--- src/rtl/noc_arb_pkg.sv ---
// Shared constants, state encodings and helpers for the NoC output-port scheduler.
package noc_arb_pkg;

    localparam int unsigned NUM_PORTS = 5;
    localparam int unsigned PORT_L    = 0;
    localparam int unsigned PORT_N    = 1;
    localparam int unsigned PORT_E    = 2;
    localparam int unsigned PORT_W    = 3;
    localparam int unsigned PORT_S    = 4;

    localparam logic [2:0] HEAD      = 3'b001;
    localparam logic [2:0] BODY      = 3'b010;
    localparam logic [2:0] TAIL      = 3'b100;
    localparam logic [2:0] HEADTAIL  = 3'b101;
    localparam logic [2:0] XBAR_IDLE = 3'd7;

    // One-hot state encoding
    typedef enum logic [1:0] {
        ST_IDLE = 2'b01,
        ST_BUSY = 2'b10
    } state_e;

    // Encodes a one-hot port vector; XBAR_IDLE when no bit is set.
    function automatic logic [2:0] onehot_to_idx(input logic [NUM_PORTS-1:0] oh);
        logic [2:0] idx;
        idx = XBAR_IDLE;
        for (int unsigned i = 0; i < NUM_PORTS; i++) begin
            if (oh[i]) idx = 3'(i);
        end
        return idx;
    endfunction

endpackage

--- src/rtl/noc_output_scheduler_if.sv ---
// Input-buffer / crossbar / downstream-credit signals of one scheduled output port.
interface noc_output_scheduler_if
    import noc_arb_pkg::*;
#(
    parameter int unsigned CRED_W = 3
);
    logic [NUM_PORTS-1:0]   flit_valid_in;
    logic [NUM_PORTS-1:0]   route_hit;
    logic [3*NUM_PORTS-1:0] flit_id_in;
    logic                   credit_in;
    logic [NUM_PORTS-1:0]   grant;
    logic [2:0]             xbar_sel;
    logic [NUM_PORTS-1:0]   flit_pop;
    logic                   flit_send;
    logic [CRED_W-1:0]      credits;
    logic                   credit_err;
    logic                   timeout;

    modport master (
        input  flit_valid_in, route_hit, flit_id_in, credit_in,
        output grant, xbar_sel, flit_pop, flit_send, credits, credit_err, timeout
    );

    modport slave (
        output flit_valid_in, route_hit, flit_id_in, credit_in,
        input  grant, xbar_sel, flit_pop, flit_send, credits, credit_err, timeout
    );
endinterface

--- src/rtl/rr_arbiter5.sv ---
// Five-way round-robin arbiter: picks the first request strictly after ptr_i in cyclic order L,N,E,W,S.
module rr_arbiter5
    import noc_arb_pkg::*;
(
    input  logic [NUM_PORTS-1:0] req_i,
    input  logic [2:0]           ptr_i,
    output logic [NUM_PORTS-1:0] gnt_c,
    output logic                 any_c
);
    logic [3:0] idx;
    logic       found;

    always_comb begin
        gnt_c = '0;
        found = 1'b0;
        idx   = '0;
        for (int unsigned k = 1; k <= NUM_PORTS; k++) begin
            idx = {1'b0, ptr_i} + 4'(k);
            if (idx >= 4'(NUM_PORTS)) idx = idx - 4'(NUM_PORTS);
            if (!found && req_i[idx[2:0]]) begin
                gnt_c[idx[2:0]] = 1'b1;
                found           = 1'b1;
            end
        end
    end

    assign any_c = |req_i;

endmodule

--- src/rtl/noc_output_scheduler.sv ---
// Wormhole packet scheduler for one router output port with credit flow control.
// Optional stall-timeout grant revocation is built when ARB_TIMEOUT_EN is defined.
module noc_output_scheduler
    import noc_arb_pkg::*;
#(
    parameter int unsigned CREDITS        = 4,
    parameter int unsigned CRED_W         = 3
`ifdef ARB_TIMEOUT_EN
    ,
    parameter int unsigned TIMEOUT_CYCLES = 64,
    parameter int unsigned TO_W           = 12
`endif
) (
    input  logic                   clk,
    input  logic                   rst,
    noc_output_scheduler_if.master bus
);
    state_e               state_q, state_d;
    logic [NUM_PORTS-1:0] grant_q, grant_d;
    logic [2:0]           xbar_sel_q, xbar_sel_d;
    logic [2:0]           ptr_q, ptr_d;
    logic [CRED_W-1:0]    credits_q, credits_d;
    logic                 credit_err_q, credit_err_d;

    logic [NUM_PORTS-1:0] req_c, tail_bits_c, pop_c, arb_gnt_c, unused_body_bits;
    logic                 arb_any_c, send_c, tail_c, revoke_c;

    // Eligibility needs a head flit routed here; tail bits matter only for the owner.
    always_comb begin
        req_c            = '0;
        tail_bits_c      = '0;
        unused_body_bits = '0;
        for (int unsigned i = 0; i < NUM_PORTS; i++) begin
            req_c[i]            = bus.flit_valid_in[i] & bus.route_hit[i] & bus.flit_id_in[3*i];
            tail_bits_c[i]      = bus.flit_id_in[3*i+2];
            unused_body_bits[i] = bus.flit_id_in[3*i+1];
        end
    end

    rr_arbiter5 u_arb (
        .req_i (req_c),
        .ptr_i (ptr_q),
        .gnt_c (arb_gnt_c),
        .any_c (arb_any_c)
    );

`ifdef ARB_TIMEOUT_EN
    logic [TO_W-1:0] stall_q, stall_d;
    logic            timeout_q, timeout_d;

    assign revoke_c = (state_q == ST_BUSY) && (pop_c == '0) &&
                      (stall_q == TO_W'(TIMEOUT_CYCLES - 1));
`else
    assign revoke_c = 1'b0;
`endif

    // Owner pops whenever it has a flit and downstream has room; never during reset.
    always_comb begin
        pop_c = '0;
        if (state_q == ST_BUSY && !rst && credits_q != '0) pop_c = grant_q & bus.flit_valid_in;
    end

    assign send_c = |pop_c;
    assign tail_c = |(pop_c & tail_bits_c);

    always_comb begin
        state_d    = state_q;
        grant_d    = grant_q;
        ptr_d      = ptr_q;
        unique case (state_q)
            ST_IDLE: begin
                if (arb_any_c) begin
                    state_d = ST_BUSY;
                    grant_d = arb_gnt_c;
                end
            end
            ST_BUSY: begin
                if (tail_c || revoke_c) begin
                    state_d = ST_IDLE;
                    grant_d = '0;
                    ptr_d   = xbar_sel_q;
                end
            end
            default: begin
                state_d = ST_IDLE;
                grant_d = '0;
            end
        endcase
        xbar_sel_d = onehot_to_idx(grant_d);
    end

    // Simultaneous send and return cancel; a return into a full counter is an error.
    always_comb begin
        credits_d    = credits_q;
        credit_err_d = credit_err_q;
        if (send_c && !bus.credit_in) begin
            credits_d = credits_q - CRED_W'(1);
        end else if (!send_c && bus.credit_in) begin
            if (credits_q == CRED_W'(CREDITS)) credit_err_d = 1'b1;
            else                               credits_d    = credits_q + CRED_W'(1);
        end
    end

`ifdef ARB_TIMEOUT_EN
    always_comb begin
        stall_d   = '0;
        timeout_d = revoke_c;
        if (state_q == ST_BUSY && !send_c && !revoke_c) stall_d = stall_q + TO_W'(1);
    end

    always_ff @(posedge clk) begin
        if (rst) begin
            stall_q   <= '0;
            timeout_q <= 1'b0;
        end else begin
            stall_q   <= stall_d;
            timeout_q <= timeout_d;
        end
    end

    assign bus.timeout = timeout_q;
`else
    assign bus.timeout = 1'b0;
`endif

    always_ff @(posedge clk) begin
        if (rst) begin
            state_q      <= ST_IDLE;
            grant_q      <= '0;
            xbar_sel_q   <= XBAR_IDLE;
            ptr_q        <= 3'(PORT_S);
            credits_q    <= CRED_W'(CREDITS);
            credit_err_q <= 1'b0;
        end else begin
            state_q      <= state_d;
            grant_q      <= grant_d;
            xbar_sel_q   <= xbar_sel_d;
            ptr_q        <= ptr_d;
            credits_q    <= credits_d;
            credit_err_q <= credit_err_d;
        end
    end

    assign bus.grant      = grant_q;
    assign bus.xbar_sel   = xbar_sel_q;
    assign bus.flit_pop   = pop_c;
    assign bus.flit_send  = send_c;
    assign bus.credits    = credits_q;
    assign bus.credit_err = credit_err_q;

endmodule

--- src/flat_wrapper.sv ---
// flat-port wrapper written by rule: the top's interface ports become plain ports
module noc_output_scheduler_flat import noc_arb_pkg::*;
#(
    parameter int unsigned CREDITS        = 4,
    parameter int unsigned CRED_W         = 3

)
  (clk, rst, bus_flit_valid_in, bus_route_hit, bus_flit_id_in, bus_credit_in, bus_grant, bus_xbar_sel, bus_flit_pop, bus_flit_send, bus_credits, bus_credit_err, bus_timeout);
  noc_output_scheduler_if #(.CRED_W(CRED_W)) bus_i ();
  input  logic clk;
  input  logic rst;
  input wire logic [$bits(bus_i.flit_valid_in)-1:0] bus_flit_valid_in;
  input wire logic [$bits(bus_i.route_hit)-1:0] bus_route_hit;
  input wire logic [$bits(bus_i.flit_id_in)-1:0] bus_flit_id_in;
  input wire logic [$bits(bus_i.credit_in)-1:0] bus_credit_in;
  output wire logic [$bits(bus_i.grant)-1:0] bus_grant;
  output wire logic [$bits(bus_i.xbar_sel)-1:0] bus_xbar_sel;
  output wire logic [$bits(bus_i.flit_pop)-1:0] bus_flit_pop;
  output wire logic [$bits(bus_i.flit_send)-1:0] bus_flit_send;
  output wire logic [$bits(bus_i.credits)-1:0] bus_credits;
  output wire logic [$bits(bus_i.credit_err)-1:0] bus_credit_err;
  output wire logic [$bits(bus_i.timeout)-1:0] bus_timeout;
  assign bus_i.flit_valid_in = bus_flit_valid_in;
  assign bus_i.route_hit = bus_route_hit;
  assign bus_i.flit_id_in = bus_flit_id_in;
  assign bus_i.credit_in = bus_credit_in;
  assign bus_grant = bus_i.grant;
  assign bus_xbar_sel = bus_i.xbar_sel;
  assign bus_flit_pop = bus_i.flit_pop;
  assign bus_flit_send = bus_i.flit_send;
  assign bus_credits = bus_i.credits;
  assign bus_credit_err = bus_i.credit_err;
  assign bus_timeout = bus_i.timeout;
  noc_output_scheduler #(.CREDITS(CREDITS), .CRED_W(CRED_W)) u_core (.clk(clk), .rst(rst), .bus(bus_i));
endmodule
--- config.mk ---
export PLATFORM = sky130hd
export DESIGN_NAME = noc_output_scheduler_flat
export DESIGN_NICKNAME = d
export VERILOG_FILES = /design/src/rtl/noc_arb_pkg.sv /design/src/rtl/noc_output_scheduler_if.sv /design/src/rtl/rr_arbiter5.sv /design/src/rtl/noc_output_scheduler.sv /design/src/flat_wrapper.sv
export SDC_FILE = /design/constraint.sdc
export NUM_CORES = 1
export LEC_CHECK = 0
export ABC_AREA = 1
export CAP_MARGIN = 10
export CORE_ASPECT_RATIO = 0.8
export CORE_MARGIN = 10
export CORE_UTILIZATION = 51
export DETAILED_ROUTE_END_ITERATION = 10
export PLACE_DENSITY = 0.81
export SYNTH_ARGS = -nofsm -noshare
export SYNTH_HDL_FRONTEND = slang
export SYNTH_SLANG_ARGS = --single-unit
--- constraint.sdc ---
create_clock -name clk -period 4.16 [get_ports clk]
set_clock_uncertainty 0.2 [all_clocks]
set_input_delay 0.416 -clock clk [delete_from_list [all_inputs] [get_ports clk]]
set_output_delay 0.416 -clock clk [all_outputs]
set_load 0.05 [all_outputs]
==> metrics.md, run 1 <==
| Metric | Value |
|---|---|
| Setup violation total in the final timing report | 0 |
| Fin crit share | around 89% |
| Number of placement rows | 20 |
| Data required time of the critical path | between 4000 and 5000 ps |
| Proportion of register bits with asynchronous set or reset after synthesis | 0% |
| Critical Path End Type | flop |
| Worst reg2reg startpoint | u_core.ptr_q[1] |
| Number of iterations in the first detailed-routing pass | 5 |
| Core box area | about 3900 sq um |
| Worst setup path endpoint | u_core.bus.xbar_sel[0] |
| Mapped Cells | 358 |
| Clock slew seen by the registers of the worst setup and hold paths | approximately 70 ps |
| Via density per instance | about 5.4 |
| Number of gates resized after cts | 0 |
| End-of-flow core utilization | roughly 67% |
| Worst Setup Slack, final | about 440 ps |
| Category of the most critical setup path | flop to flop |
| Setup repair after global routing missed its margin | false |
| Maximum level of the CTS H-tree | 1 |
| Peak VDD IR | about 0.00027 V |
| Fraction of synthesized cell area taken by the top area cell type | between 10% and 20% |
| Most used DFF post-synth | sky130_fd_sc_hd__dfxtp_1 |
| Most common cell in the synthesized netlist | sky130_fd_sc_hd__nand2_1 |
| Post-DRT Antenna Nets | 0 |
| Hold Buf Count CTS | 0 |
| Io pins | 47 |
| Detail-routed net length per standard cell | roughly 13 um |
| Largest driver fanout on the critical path | 9 |
| Worst Setup Start Kind | flop |
| Number of DRC violations after detailed routing | 0 |
| Max-cap violation count | 0 |
| Fin. max-slew vios | 0 |
| Buffer cell driving the clock tree root | sky130_fd_sc_hd__clkbuf_8 |
| Top post-synthesis cells by count | sky130_fd_sc_hd__nand2_1 (97), sky130_fd_sc_hd__inv_1 (45), sky130_fd_sc_hd__nand3_1 (43), sky130_fd_sc_hd__nor2_1 (37), sky130_fd_sc_hd__nand4_1 (18) |
| Worst setup slack before clock tree synthesis | 547 ps |
| Cell variety after synth | 34 |
| Tightest Pin Transition | between 500 and 600 ps |
| Aggregate routed wire length | 5990 um |
| Filler cell count in the final layout | 354 |
| DIE WIDTH | 91.5 um |
| Mean Syn Cell Area | around 5.8 sq um |
| Share of cells above drive strength 1 | between 10% and 20% |
| Largest net degree at the start of global routing | 13 |
| Portion of the post-synthesis area used by sequential elements | between 10% and 20% |
| Total clock buffers created by CTS | 3 |
| Maximum buffer depth of the clock tree | 2 |
| Dpl hpwl | between 4000 and 5000 um |
| Static Leak | approximately 1.3 nW |
| Post-CTS setup-driven buffer insertion count | 0 |
| CTS tree | built |
| End of the worst register-to-register path | u_core.bus.xbar_sel[0] |
| First-pass GRT wire length | around 9900 um |
| Number of sinks driven by the clock tree | 17 |
| Area growth from synthesis to layout | 24.0% |
| Combined global-route utilization of all metal layers | between 10% and 20% |
| Clock period minus worst slack | approximately 3700 ps |
| Number of warning messages in the yosys log | 0 |
| Cells taking the most area after synthesis | sky130_fd_sc_hd__nand2_1 (17%), sky130_fd_sc_hd__dfxtp_1 (16%), sky130_fd_sc_hd__nand3_1 (10%) |
| Critical path launch point | u_core.ptr_q[1] |
| Number of failing hold endpoints at the final stage | 0 |
| Number of antenna diodes | 0 |
| Count of nets after finishing | between 400 and 500 |
| Flop-to-flop setup slack | about 440 ps |
| Die outline area | slightly above 7000 sq um |
| Height of the chip | slightly below 80 um |
| Number of flops mapped to enable cells by yosys | 0 |
| Hold wc startpoint | u_core.bus.credit_err |
| Path depth of the worst reg2reg path | 20 |
| Clk_lat worst skew | between 200 and 300 ps |
| Accumulated negative setup slack | 0 ps |
| Final GP Congestion | around 0.92 |
| Critical Path AT | around 3700 ps |
| Cell type with the largest total area after synthesis | sky130_fd_sc_hd__nand2_1 |
| Via count of the first global-routing pass | approximately 2100 |
| Synthesized netlist net count | between 400 and 500 |
| Synth Cell Area | 2090 sq um |
| Upper clock frequency limit | 269 MHz |
| Hold_ws | 277 ps |
| Overflow after GRT | 0 |
| Max_slew headroom | 65.0% |
| Antenna violations before repair | 0 |
| Worst hold-check path type | flop to flop |
| Status | finished, final reports clean |
| PortBufs | 40 |
| Count of state elements after synthesis | 17 |
| Via Count | approximately 2400 |
| Violation count after the first detailed-routing iteration | 160 |
| Initial Util | roughly 54% |
| Total power divided by cell area | 212 nW/um^2 |
-- state kept, by name, indices dropped and copies added (netlist names) --
register / flops
u_core.bus.credit_err: 1
u_core.bus.credits: 3
u_core.bus.grant: 5
u_core.bus.xbar_sel: 3
u_core.ptr_q: 3
u_core.state_q: 2
-- stage by stage --
stage / instance area [sq um] / power (W) / instances
floorplan: 2090 / 0.000357 / 358
global placement: 2540 / 0.000420 / 450
detailed placement: 2540 / 0.000426 / 450
CTS: 2590 / 0.000549 / 454
global route: 2590 / 0.000584 / 454
finish: 2590 / 0.000550 / 454
-- power by group --
| part | internal, W | switching, W | leakage, nW | total (W) |
|---|---|---|---|---|
| Clock | 0.0000679 | 0.0000548 | 0.0228 | 0.000123 |
| Sequential | 0.000181 | 0.0000126 | 0.138 | 0.000194 |
| Combinational | 0.0000789 | 0.000154 | 1.14 | 0.000233 |
-- layout by cell type, fill, tap and decap left out, drive strengths merged --
| cell | instances |
|---|---|
| o21ai | 17 |
| nand4 | 18 |
| nor3 | 6 |
| o22ai | 1 |
| nor3b | 2 |
| a31oi | 1 |
| fa | 2 |
| nand3b | 1 |
| a21boi | 1 |
| buf | 2 |
| nand2 | 107 |
| a21oi | 16 |
| clkbuf | 4 |
| dfxtp | 17 |
| nand3 | 45 |
| ha | 14 |
| inv | 55 |
| nor2 | 47 |
| conb | 1 |
| nor4 | 2 |
| clkdlybuf4s50 | 40 |
-- routing by layer --
metal / GRT usage, % / wire length, um / vias to the layer above
li1: - / - / 1242
met2: 26.1 / 2610 / 87
met4: 2.50 / 17 / 0
met5: 0 / 0 / -
met3: 1.95 / 350 / 4
met1: 22.8 / 3020 / 1103
-- cells by family (layout without fill, tap and decap cells) --
group,count (synthesis),after routing,share of synthesized area (%)
flops,17,17,16.3
other cells,1,1,0.180
simple gates,228,228,52.2
buf+inv,60,101,11.4
fa+ha+maj,16,16,10.3
compound gates,36,36,9.59
-- critical path: stages (launching register included) --
cell                       delay (ps)
sky130_fd_sc_hd__dfxtp_1          500
sky130_fd_sc_hd__inv_1            230
sky130_fd_sc_hd__ha_1             240
sky130_fd_sc_hd__ha_1             460
sky130_fd_sc_hd__nor2_1            80
sky130_fd_sc_hd__a21boi_1         290
sky130_fd_sc_hd__inv_1            110
sky130_fd_sc_hd__nor2_1           250
sky130_fd_sc_hd__nand3_1          100
sky130_fd_sc_hd__nand3_1          110
sky130_fd_sc_hd__nor2_2            60
sky130_fd_sc_hd__inv_2            130
sky130_fd_sc_hd__nand2_1           80
sky130_fd_sc_hd__nor2_2           110
sky130_fd_sc_hd__nand2_1           70
sky130_fd_sc_hd__nand3_1           90
sky130_fd_sc_hd__nand2_1           50
sky130_fd_sc_hd__nand2_1          120
sky130_fd_sc_hd__nand2_1           90
sky130_fd_sc_hd__nor2_2           140
sky130_fd_sc_hd__a21oi_1           70
-- cell type report --
type | count | area, sq um | share of cell area [%]
multi-input cells | 281 | 1510 | 58.3
repair buffers | 42 | 415 | 16.1
flip-flops and latches | 17 | 340 | 13.2
inverters | 55 | 209 | 8.08
well taps | 55 | 68.8 | 2.66
clock buffers | 4 | 45.0 | 1.74
-- how the worst min path moves through the flow --
stage	depth (start not counted)	to	slack, ps
3_3_place_gp	2	u_core.bus.credit_err	250
5_1_grt	2	u_core.bus.credit_err	310
6_report	2	u_core.bus.credit_err	280
2_1_floorplan	2	u_core.state_q[1]	250
4_1_cts	2	u_core.bus.credit_err	280
3_5_place_dp	2	u_core.bus.credit_err	270
(Power assumes the default switching activity.)
==> run 2: changes to the inputs <==
Settings changed: SKIP_LAST_GASP from default to 1.
==> results of run 2 <==
Final layout, timing and power as in run 1 (identical DEF).
==> run 3: changes to the inputs <==
Settings changed: CAP_MARGIN 10 to default, SLEW_MARGIN from default to 20.
==> results of run 3 <==
Final layout, timing and power as in run 1 (identical DEF).
